### src/rtl/tl_d_channel_queue.sv
// TileLink-UL D-channel response buffer.
// Circular-buffer FIFO between the slave side (enq_*) and the master side
// (deq_*), with an occupancy count. Any DEPTH from 1 to 16 is supported;
// pointers wrap by explicit compare so non-power-of-two depths work.
// Optional feature: define TL_DQUEUE_FLOW_EN to enable a zero-latency
// flow-through path when the buffer is empty.
//
// Handshake: a transfer happens on a rising clock edge when valid and ready
// are both high on that port. enq_ready depends only on stored state, never
// on enq_valid or deq_ready. Once deq_valid is high, the head entry stays
// stable until it is taken.
module tl_d_channel_queue #(
  parameter int DEPTH    = 2,
  parameter int SOURCE_W = 1,
  parameter int SIZE_W   = 2,
  parameter int DATA_W   = 32
) (
  input  logic                         clock,
  input  logic                         reset,
  input  logic                         enq_valid,
  output logic                         enq_ready,
  input  logic [2:0]                   enq_opcode,
  input  logic [1:0]                   enq_param,
  input  logic [SIZE_W-1:0]            enq_size,
  input  logic [SOURCE_W-1:0]          enq_source,
  input  logic                         enq_sink,
  input  logic                         enq_denied,
  input  logic                         enq_corrupt,
  input  logic [DATA_W-1:0]            enq_data,
  output logic                         deq_valid,
  input  logic                         deq_ready,
  output logic [2:0]                   deq_opcode,
  output logic [1:0]                   deq_param,
  output logic [SIZE_W-1:0]            deq_size,
  output logic [SOURCE_W-1:0]          deq_source,
  output logic                         deq_sink,
  output logic                         deq_denied,
  output logic                         deq_corrupt,
  output logic [DATA_W-1:0]            deq_data,
  output logic [$clog2(DEPTH+1)-1:0]   count
);

  localparam int PTR_W   = (DEPTH > 1) ? $clog2(DEPTH) : 1;
  localparam int CNT_W   = $clog2(DEPTH + 1);
  localparam int ENTRY_W = 3 + 2 + SIZE_W + SOURCE_W + 1 + 1 + 1 + DATA_W;
  localparam logic [PTR_W-1:0] LAST_PTR = PTR_W'(DEPTH - 1);

  logic [ENTRY_W-1:0] mem_q [DEPTH];
  logic [PTR_W-1:0]   wr_ptr_q, wr_ptr_d;
  logic [PTR_W-1:0]   rd_ptr_q, rd_ptr_d;
  logic               maybe_full_q, maybe_full_d;

  logic               ptr_match;
  logic               empty;
  logic               full;
  logic               do_enq;
  logic               do_deq;
  logic [ENTRY_W-1:0] enq_entry;
  logic [ENTRY_W-1:0] head_entry;
  logic [ENTRY_W-1:0] out_entry;
  logic [PTR_W:0]     occ_diff;

  assign enq_entry = {enq_opcode, enq_param, enq_size, enq_source,
                      enq_sink, enq_denied, enq_corrupt, enq_data};
  assign head_entry = mem_q[rd_ptr_q];

  assign ptr_match = (wr_ptr_q == rd_ptr_q);
  assign empty     = ptr_match && !maybe_full_q;
  assign full      = ptr_match && maybe_full_q;

  // Full blocks the slave side even if a dequeue happens this cycle.
  assign enq_ready = !full;
  assign do_deq    = !empty && deq_ready;

`ifdef TL_DQUEUE_FLOW_EN
  // Empty buffer forwards the incoming response straight to the master side;
  // if it is taken immediately it is never stored.
  assign deq_valid = !empty || enq_valid;
  assign out_entry = empty ? enq_entry : head_entry;
  assign do_enq    = enq_valid && !full && !(empty && deq_ready);
`else
  assign deq_valid = !empty;
  assign out_entry = head_entry;
  assign do_enq    = enq_valid && !full;
`endif

  assign {deq_opcode, deq_param, deq_size, deq_source,
          deq_sink, deq_denied, deq_corrupt, deq_data} = out_entry;

  // Occupancy: pointer distance modulo DEPTH, with full overriding the
  // ambiguous equal-pointer case.
  always_comb begin
    occ_diff = '0;
    if (wr_ptr_q >= rd_ptr_q) begin
      occ_diff = {1'b0, wr_ptr_q} - {1'b0, rd_ptr_q};
    end else begin
      occ_diff = {1'b0, wr_ptr_q} + (PTR_W + 1)'(DEPTH) - {1'b0, rd_ptr_q};
    end
  end

  assign count = full ? CNT_W'(DEPTH) : CNT_W'(occ_diff);

  // Next-state for pointers and the full/empty disambiguation flag.
  always_comb begin
    wr_ptr_d     = wr_ptr_q;
    rd_ptr_d     = rd_ptr_q;
    maybe_full_d = maybe_full_q;
    if (do_enq) begin
      wr_ptr_d = (wr_ptr_q == LAST_PTR) ? '0 : wr_ptr_q + 1'b1;
    end
    if (do_deq) begin
      rd_ptr_d = (rd_ptr_q == LAST_PTR) ? '0 : rd_ptr_q + 1'b1;
    end
    if (do_enq != do_deq) begin
      maybe_full_d = do_enq;
    end
  end

  // Control state; reset discards every buffered entry at once.
  always_ff @(posedge clock or negedge reset) begin
    if (!reset) begin
      wr_ptr_q     <= '0;
      rd_ptr_q     <= '0;
      maybe_full_q <= 1'b0;
    end else begin
      wr_ptr_q     <= wr_ptr_d;
      rd_ptr_q     <= rd_ptr_d;
      maybe_full_q <= maybe_full_d;
    end
  end

  // Entry storage; contents are only meaningful between the pointers.
  always_ff @(posedge clock) begin
    if (do_enq) begin
      mem_q[wr_ptr_q] <= enq_entry;
    end
  end

endmodule

### config.mk
export PLATFORM = sky130hd
export DESIGN_NAME = tl_d_channel_queue
export DESIGN_NICKNAME = d
export VERILOG_FILES = /design/src/rtl/tl_d_channel_queue.sv
export SDC_FILE = /design/constraint.sdc
export NUM_CORES = 1
export LEC_CHECK = 0
export CORE_MARGIN = 10
export CORE_UTILIZATION = 40
export CTS_BUF_LIST = sky130_fd_sc_hd__clkbuf_4 sky130_fd_sc_hd__clkbuf_8 sky130_fd_sc_hd__clkbuf_16
export CTS_CLUSTER_DIAMETER = 100
export CTS_CLUSTER_SIZE = 12
export DETAILED_ROUTE_END_ITERATION = 8
export PLACE_DENSITY_LB_ADDON = 0.05
export SLEW_MARGIN = 0
export SYNTH_ARGS = -nofsm -noshare
export SYNTH_HDL_FRONTEND = slang
export SYNTH_SLANG_ARGS = --single-unit
### constraint.sdc
create_clock -name clock -period 10.3 [get_ports clock]
set_clock_uncertainty 0.15 [all_clocks]
set_input_delay 2.06 -clock clock [delete_from_list [all_inputs] [get_ports clock]]
set_output_delay 2.06 -clock clock [all_outputs]
set_load 0.01 [all_outputs]
After elaboration in Yosys (flattened, before gate mapping)
Memories as Yosys holds them, arrays and structs flattened.
Cells that the tools add are included.
W data, S select, Z words.
{"block": "classes", "muxes": 6, "reduce_logical": 7, "order_cmp": 1, "add_sub_neg": 5, "n_eq_ne": 2}
{"cell": "$logic_and A1 B1 Y1", "count": 4}
{"cell": "$mux W1", "count": 4}
{"cell": "$mux W2", "count": 2}
{"cell": "$logic_not A1 Y1", "count": 3}
{"cell": "$add A1 B1 Y1 const B", "count": 2}
{"cell": "$add A1 B2 Y2 const B", "count": 1}
{"cell": "$sub A1 B1 Y2", "count": 1}
{"cell": "$sub A2 B1 Y2", "count": 1}
{"cell": "$eq A1 B1 Y1", "count": 1}
{"cell": "$ge A1 B1 Y1", "count": 1}
{"cell": "$ne A1 B1 Y1", "count": 1}
{"block": "totals", "reg_bits": 3, "output_inout_bits": 47, "mem_count": 1, "word_cells": 25, "input_bits": 47, "ramBits": 86}
{"name": "mem_q", "words": 2, "word_bits": 43, "read_ports": 1, "rd_clocked_by_memory_dff": 0, "wr": 1, "line_no": "48", "rtl": "logic [ENTRY_W-1:0] mem_q [DEPTH];"}

Longest topological paths before layout
{"block": "depth", "word_depth": 6, "ltp_mapped": 5, "ltp_nobuf": 5}

Worst setup path before layout
No wires, ideal clock.
{"block": "synth_timing", "kind": "input port to flip-flop", "start": "input port enq_valid", "end": "memory mem_q[0][0] (netlist bit), enable pin", "t_arrival_ps": 3976, "stages": 2, "setup_ps": 443, "slack_ps": 5731, "t_required_ps": 9707, "n_path_buf": 0, "cell_sequence": "nand2_1 > nor2_1"}
{"block": "synth_via", "elab_chain_len": 3}
{"element": "start: declaration", "line_no": "20", "rtl": "input logic enq_valid,"}
{"element": "$logic_and A1 B1 Y1", "line_no": "84", "rtl": "assign do_enq = enq_valid && !full;"}
{"element": "$mux W1", "line_no": "134", "rtl": "if (do_enq) begin"}
{"element": "$mux W1 (implied by the code)", "line_no": "135", "rtl": "mem_q[wr_ptr_q] <= enq_entry;"}
{"element": "end: declaration", "line_no": "48"}
No other way between the ends.

Final worst setup path
{"block": "layout_timing", "start": "register rd_ptr_q", "end": "output port deq_corrupt"}
{"block": "layout_via", "elab_chain_len": 1}
{"element": "start: declaration", "line_no": "50", "rtl": "logic [PTR_W-1:0] rd_ptr_q, rd_ptr_d;"}
{"element": "start signal: assignment", "line_no": "127", "rtl": "rd_ptr_q <= rd_ptr_d;"}
{"element": "$mem_v2 Z2 W43"}
{"element": "end: declaration", "line_no": "38", "rtl": "output logic deq_corrupt,"}
No other way between the ends.

==> qor.yml <==
worstPathCellList: "buf_4, mux2_2, clkdlybuf4s50_1"
start_util: 0.417
postCtsSetupBuffers: 0
num_vias: 1689
totalPowerFinal_mw: 1.32
outcome: "completed"
wl_per_cell_um: 16.9
area_growth_syn_to_layout_pct: 35.0
overflow: 0
layout_common_cells: "clkdlybuf4s50_1, edfxtp_1, mux2_4, clkbuf_8"
syn_nets: 203
hold_viol: 0
worst_slew_pin_slew_ns: 0.619
ys_seq_area_frac: 0.764
slew_violations: 0
period_share: 0.461
crit_slowest_cell: "dfrtp_2"
clk_path_buf_depth: 2
antenna_found_initial: 0
syn_avg_cell_area_um2: 22.6
layoutNonFillerInstCount: 366
grt.total_usage: 0.0947
cts_hold_buf: 0
vias_per_cell: 4.61
period_needed_ns: 4.75
drt_first_iter_violations: 36
ys_types: 14
globalplace.congestion: 0.702
die-area_um2: 12800
htree_num_levels: 3
drive_gt1_frac: 0.249
nets: 305
fmax_mhz: 211
power_density_nw_per_um2: 281
start_kind: "flip-flop"
clkSlewWorstSetupHoldPaths_ns: 0.09
rows: 33
crit_required_ns: 8.09
setup-tns-final_ns: 0
cp_max_fo: 25
yosys_warnings: 0
dr.pass1.iters: 4
synth_top_area_cell: "edfxtp_1"
ys_ff_latch: 89
rsz0062_at_grt: "false"
die_w_um: 113
clock_latency_ns: 0.35
die_y_um: 113
synthCells: 154
drc: 0
grt_pass1_vias: 1826
syn_area_um2: 3480
slew_headroom: 0.587
io_buffers: 93
netlist_top_cells_area: "edfxtp_1, mux2_4, buf_12, dfrtp_1, mux2_2"
place_inst: 350
grt_max_degree: 39
hp-class: "flip-flop to flip-flop"
yosysTopAreaCellShare: 0.742
path_delay_family: "buffers and inverters"
antenna_cells: 0
cpPeakStageDelay_ns: 0.78
drt_wl_total_um: 6200
max_cap_violations: 0
setup_violations: 0
cts_resized: 0
core_area_um2: 8340
final_common_cell: "clkdlybuf4s50_1"
worstSetupEndpointType: "primary output"
cts.sinks: 89
cts-root-buf: "clkbuf_8"
grt_pass1_wl_um: 9410
path_class: "flip-flop to primary output"
p_leak_nw: 1.71
ioPinCount: 94
critical_path_buf_inv_count: 2
tritoncts: "yes"
cts_buffers: 9
final_antenna_net_count: 0
arrival_ns: 2.54
dpl.hpwl_um: 4250
irDropWorstVdd_uv: 140
## sequential cells by signal, summed over array words and instances, names as in the netlist
register	cells
maybe_full_q	1
rd_ptr_q	1
wr_ptr_q	1
mem_q	86
## layer usage
layer / global-route usage / routed length, um / share of wire
met1: 0.101 / 2510 / 0.41
met2: 0.155 / 3010 / 0.49
met3: 0.0438 / 565 / 0.091
met4: 0.0482 / 106 / 0.017
met5: 0 / 0 / 0
## stage by stage
step	setup WS [ns]	instance area [um^2]	hold slack, ns	util
after floorplan	5.73	3480	0.318	-
after global placement	5.90	4490	0.387	0.538
after detailed placement	5.89	4490	0.395	0.538
after CTS	5.49	4700	0.408	0.563
after global routing	5.41	4700	0.446	0.563
final	5.55	4700	0.405	0.563
## report_power, final
part / leakage [nW] / internal [mW] / switching (mW)
registers: 0.833 / 0.507 / 0.0416
clock network: 0.103 / 0.117 / 0.129
logic: 0.771 / 0.313 / 0.214
total: 1.71 / 0.937 / 0.384
## kinds of logic after synthesis
kind of cell	Yosys count	share of synthesized area
compound gates	3	0.00431
buf+inv	8	0.0295
mux	43	0.181
xor+xnor	2	0.00504
flops	89	0.764
fa+ha+maj	2	0.00719
simple gates	7	0.00899
## worst paths after layout
path                       cells after the start  slack, ns                  endpoint                 start
setup / recovery                               3       5.55               deq_corrupt  rd_ptr_q$_DFFE_PN0P_
hold / removal                                 1       0.40      wr_ptr_q$_DFFE_PN0P_  wr_ptr_q$_DFFE_PN0P_
setup reg to reg                               5       7.56    mem_q[0][40]$_DFFE_PP_  rd_ptr_q$_DFFE_PN0P_
hold reg to reg                                1       0.40      wr_ptr_q$_DFFE_PN0P_  wr_ptr_q$_DFFE_PN0P_
max in group asynchronous                      1       8.10      rd_ptr_q$_DFFE_PN0P_                 reset
min in group asynchronous                      1       1.74  maybe_full_q$_DFFE_PN0P_                 reset
## Yosys cell counts
cell      number
mux2_4        39
mux2_2         4
buf_12         4
edfxtp_1      86
o21ai_0        1
nand2_1        3
ha_1           2
buf_6          1
xnor2_1        2
nor2_1         2
a21oi_1        2
nand2b_1       2
dfrtp_1        3
inv_1          3
## layout make-up
class	instances	area, um^2
clock buffer	9	124
clock inverter	7	83.8
fill	665	3640
inverter	3	11.3
multi-input combinational	57	734
sequential	89	2660
tap	105	131
timing repair buffer	96	953
Note: power is estimated with default switching activity, not from simulation.
